`src/rtl/pulse_gate_ctrl.sv`:
```
`default_nettype none
// ============================================================================
// pulse_gate_ctrl : timed gate-window sequencer for an external pulse counter
// Revision 1.0
// ============================================================================
module pulse_gate_ctrl #(
   parameter int CNT_W      = 32,
   parameter int GATE_W     = 32,
   parameter int SETTLE_CYC = 2
) (
   input  logic              clk,
   input  logic              rst,
   input  logic              start,
   input  logic              cont,
   input  logic              abort,
   input  logic [GATE_W-1:0] gate_len,
   input  logic [CNT_W-1:0]  cnt_in,
   output logic              cnt_clr,
   output logic              cnt_en,
   output logic              busy,
   output logic [CNT_W-1:0]  result,
   output logic              result_valid,
   output logic              ovf,
   output logic [7:0]        seq
);

   localparam int SET_W = (SETTLE_CYC > 1) ? $clog2(SETTLE_CYC) : 1;
   localparam logic [SET_W-1:0] SET_LAST = SET_W'(SETTLE_CYC - 1);

   typedef enum logic [2:0] {
      ST_IDLE   = 3'd0,
      ST_CLEAR  = 3'd1,
      ST_GATE   = 3'd2,
      ST_SETTLE = 3'd3,
      ST_LATCH  = 3'd4
   } state_t;

   state_t            state;
   state_t            state_nxt;
   logic [GATE_W-1:0] gate_len_q;
   logic [GATE_W-1:0] gate_cnt;
   logic [SET_W-1:0]  settle_cnt;
   logic              latch_fire;

   always_comb begin
      state_nxt = state;
      case (state)
         ST_IDLE: begin
            if (!abort && start && (gate_len != '0)) state_nxt = ST_CLEAR;
         end
         ST_CLEAR: begin
            state_nxt = abort ? ST_IDLE : ST_GATE;
         end
         ST_GATE: begin
            if (abort)                         state_nxt = ST_IDLE;
            else if (gate_cnt == GATE_W'(1))   state_nxt = ST_SETTLE;
         end
         ST_SETTLE: begin
            if (abort)                         state_nxt = ST_IDLE;
            else if (settle_cnt == SET_LAST)   state_nxt = ST_LATCH;
         end
         ST_LATCH: begin
            if (!abort && cont && (gate_len != '0)) state_nxt = ST_CLEAR;
            else                                    state_nxt = ST_IDLE;
         end
         default: state_nxt = ST_IDLE;
      endcase
   end

   // abort in LATCH suppresses the capture entirely
   assign latch_fire = (state == ST_LATCH) && !abort;

   always_ff @(posedge clk or posedge rst) begin
      if (rst) begin
         state        <= ST_IDLE;
         gate_len_q   <= '0;
         gate_cnt     <= '0;
         settle_cnt   <= '0;
         result       <= '0;
         result_valid <= 1'b0;
         ovf          <= 1'b0;
         seq          <= 8'd0;
      end else begin
         state <= state_nxt;
         // CLEAR is entered only from IDLE or LATCH, both capture points
         if (state_nxt == ST_CLEAR) gate_len_q <= gate_len;
         if (state == ST_CLEAR)     gate_cnt <= gate_len_q;
         else if (state == ST_GATE) gate_cnt <= gate_cnt - GATE_W'(1);
         settle_cnt   <= (state == ST_SETTLE) ? settle_cnt + SET_W'(1) : '0;
         result_valid <= latch_fire;
         if (latch_fire) begin
            result <= cnt_in;
            ovf    <= (cnt_in == {CNT_W{1'b1}});
            seq    <= seq + 8'd1;
         end
      end
   end

   assign cnt_clr = (state == ST_CLEAR);
   assign cnt_en  = (state == ST_GATE);
   assign busy    = (state != ST_IDLE);

endmodule
`default_nettype wire

```
`config.mk`:
```
export PLATFORM = sky130hd
export DESIGN_NAME = pulse_gate_ctrl
export DESIGN_NICKNAME = d
export VERILOG_FILES = /design/src/rtl/pulse_gate_ctrl.sv
export SDC_FILE = /design/constraint.sdc
export NUM_CORES = 1
export LEC_CHECK = 0
export CORE_MARGIN = 1
export CORE_UTILIZATION = 45
export DETAILED_ROUTE_END_ITERATION = 10
export GPL_TIMING_DRIVEN = 0
export PLACE_DENSITY = 0.76
export SYNTH_ARGS = -nofsm -noshare
export SYNTH_HDL_FRONTEND = slang
export SYNTH_SLANG_ARGS = --single-unit
```
`constraint.sdc`:
```
create_clock -name clk -period 3.1 [get_ports clk]
set_input_delay 0.465 -clock clk [delete_from_list [all_inputs] [get_ports clk]]
set_output_delay 0.465 -clock clk [all_outputs]
set_load 0.01 [all_outputs]
```
==> run_results.csv <==
group,metric,value,unit
setup_path,cp-start-kind,"flip-flop",
layout,antenna_cells,0,
global_route,grt_usage,22.6,%
global_route,grt_pass1_vias,4187,
cts,hold_buffers,0,
routing,wirelength,12300,µm
cts,clk_latency,400,ps
routing,vias_per_cell,5.73,
die,die_height,107,µm
layout,multi_input_area,2120,µm²
routing,ant_nets,0,
power,leakagePower,2.70,nW
sta,tns,0,ps
layout,final_nets,621,
synth,synth-main-ff-cell,"dfrtp_1",
min_path,hold_class,"flip-flop to flip-flop",
layout,fillers,925,
setup_path,crit_chain,"buf_6 -> or3b_4 -> clkinv_2 -> clkbuf_1 -> clkdlybuf4s50_1",
routing,wl_per_cell,17.7,µm
sta,finClkSkew,13.1,ps
setup_path,cp.arrival,2520,ps
setup_path,slowest_delay,640,ps
sta,rsz0062_at_grt,"false",
sta,fmax,335,MHz
synth,syn_area,5000,µm²
placed_design,numPortBuffers,113,
global_route,grt_pass1_wl,19900,µm
cts,cts_tree,"yes",
layout,final_area,6560,µm²
global_route,antenna_found_initial,0,
layout,drive_above_1_share,17.7,%
min_path,min_from,"settle_cnt$_DFF_PP0_",
min_path,min_to,"settle_cnt$_DFF_PP0_",
synth,synth_fp_nets,497,
sta,hold_viol,0,
sta,tightest_slew,832,ps
placed_design,dpl_cell_area,6350,µm²
setup_path,r2r-start,"gate_cnt[0]$_DFFE_PP0P_",
synth,synthTopCellsByArea,"dfrtp_1 (55%), mux2_2 (15%), nand2_1 (2.9%)",
die,core,10800,µm²
setup_path,end_kind,"output pin",
routing,drt_iter0_markers,124,
die,initial_utilization,46.2,%
synth,synth_area_leader_cell,"dfrtp_1",
setup_path,r2r_slack,610,ps
setup_path,critPathKind,"flip-flop to output pin",
placed_design,dp_hpwl,9180,µm
routing,dr_total_vias,3977,
synth,yosysWarningCount,0,
die,pin_count,114,
placed_design,finalWeightedCongestion,0.837,
cts,numCtsBuffers,9,
setup_path,critPathRequiredTime,2630,ps
power,p_sw_share,32.5,%
synth,synth-edff-count,0,
sta,post-route-period-util,96.3,%
sta,slew_viol_final,0,
layout,syn2layout_area_growth,31.1,%
power,p_comb_share,22.4,%
global_route,grt-ovfl-total,0,
cts,cts_sinks,110,
cts,path_clk_slew,110,ps
run,cap_violations,0,
setup_path,cp-startpoint,"state[0]$_DFF_PP0_",
outcome,status,"finished, final reports clean",
placed_design,dpl.cell_count,680,
routing,dr.pass1.iters,4,
cts,cts_max_path_buffers,2,
min_path,whs_path_depth,1,
synth,synth.distinct_cells,44,
power,vdd_drop_max,0.317,mV
sta,whs,466,ps
power,p_switching,1.21,mW
die,die_area,11500,µm²
setup_path,worstReg2RegEnd,"gate_cnt[10]$_DFFE_PP0P_",
layout,seq_area,2750,µm²
cts,root_buffer,"clkbuf_8",
synth,yosys_register_bits,110,
sta,setup_viol_count_final,0,
power,power.internal,2.50,mW
synth,yosysSeqAreaShare,55.0,%
setup_path,worst_path_max_delay_cell,"clkdlybuf4s50_1",
synth,postSynth.asyncResetShare,100,%
setup_path,reg2reg_depth,8,
routing,drc,0,
synth,synth_cells,425,
synth,yosys.area.top_type_share,55.0,%
power,seqPwrFrac,52.5,%
layout,finalNonFillerCells,694,
synth,syn_avg_cell_area,11.8,µm²
die,placement_rows,38,
cts,cts_max_level,3,
setup_path,cp_max_fo,10,
global_route,grt_max_degree,40,
power,powerDensity,565,nW/µm²
sta,min_period,2990,ps
sta,max_slew_margin,43.7,%
power,pwr-share-clk,25.2,%
die,dieWidth,107,µm
power groups by stage:
stage	Combinational [mW]	Clock, mW	Sequential, mW
finish	0.831	0.933	1.95
global route	0.917	1.01	1.98
CTS	0.832	0.964	1.94
detailed placement	0.831	0	1.97
global placement	0.789	0	1.95
floorplan	0.542	0	1.91
area by class of cell:
| type | count | area share [%] |
|---|---|---|
| inverter | 9 | 0.648 |
| tap | 140 | 2.67 |
| sequential | 110 | 42.0 |
| clock inverter | 7 | 1.33 |
| buffer | 19 | 1.33 |
| multi-input combinational | 285 | 32.3 |
| timing repair buffer | 115 | 17.8 |
| clock buffer | 9 | 1.89 |
how the worst max path moves through the flow:
stage / endpoint / slack, ps / cells past startpoint
after CTS: cnt_clr / 120 / 5
final: cnt_en / 110 / 5
after global placement: gate_len_q[12]$_DFFE_PP0N_ / 120 / 7
after detailed placement: gate_len_q[17]$_DFFE_PP0N_ / 110 / 7
after global routing: cnt_en / 20 / 5
after floorplan: gate_cnt[10]$_DFFE_PP0P_ / 910 / 8
cell usage in the layout (no fill, tap or decap), drive strengths merged, types with 2 or more instances in the layout:
cell type,instances
buf,8
nor2,14
clkinvlp,2
o21ai,14
o311ai,16
a21oi,5
or4,9
nand2,39
o211ai,6
or3b,2
nor4,21
xor2,3
nand4,14
nor4b,4
inv,10
or2,2
mux2,65
a221o,5
a22oi,5
clkbuf,22
mux2i,2
clkdlybuf4s50,113
xnor2,6
ha,3
a31oi,2
or3,10
nand3,19
a21o,2
clkinv,3
dfrtp,110
nor3,11
cell families (layout without fill, tap and decap cells):
group                    Yosys count  after routing  share of synthesized area (%)
AO/OA/AOI/OAI                     60             60                           8.75
AND/OR/NAND/NOR                  146            146                           16.3
XOR/XNOR                           9              9                           1.58
buffers and inverters             30            159                           2.60
adder cells (fa/ha/maj)            3              3                          0.750
flip-flops                       110            110                           55.0
multiplexers                      67             67                           15.0
through the flow:
step / power, mW / util, % / setup slack [ps]
finish: 3.71 / 60.5 / 115
global route: 3.91 / 60.5 / 24.5
CTS: 3.74 / 60.5 / 122
detailed placement: 2.80 / 58.6 / 115
global placement: 2.74 / 58.2 / 123
floorplan: 2.45 / - / 913
Yosys cell counts (6+ instances only):
| master | n |
|---|---|
| nor2_1 | 14 |
| nor4_1 | 19 |
| o21ai_0 | 14 |
| nor3_1 | 11 |
| nand3_1 | 19 |
| o311ai_0 | 15 |
| inv_1 | 7 |
| nand2_1 | 38 |
| xnor2_1 | 6 |
| or3_1 | 9 |
| dfrtp_1 | 110 |
| mux2_2 | 65 |
| o211ai_1 | 6 |
| clkbuf_1 | 15 |
| or4_1 | 9 |
| nand4_1 | 14 |
registers in the layout, summed over array words and instances (netlist names):
name / flops
seq: 8
gate_len_q: 32
ovf: 1
state: 3
settle_cnt: 1
result: 32
result_valid: 1
gate_cnt: 32
worst max-delay path, delay by kind of cell (launching register included):
family	cells	cell delay, ps
buf+inv	4	1310
simple gates	1	420
flops	1	390
repair_timing:
action,4_1_cts,5_1_grt
setup endpoints to repair,1,1
setup buffers,0,0
gates resized for setup,0,1
routing by layer:
metal	track usage, %	vias up	wire (µm)
li1	-	1845	-
met1	25.7	1949	5070
met2	37.1	158	5860
met3	8.47	25	1040
met4	11.6	0	350
met5	0	-	0
(Power assumes the default switching activity.)
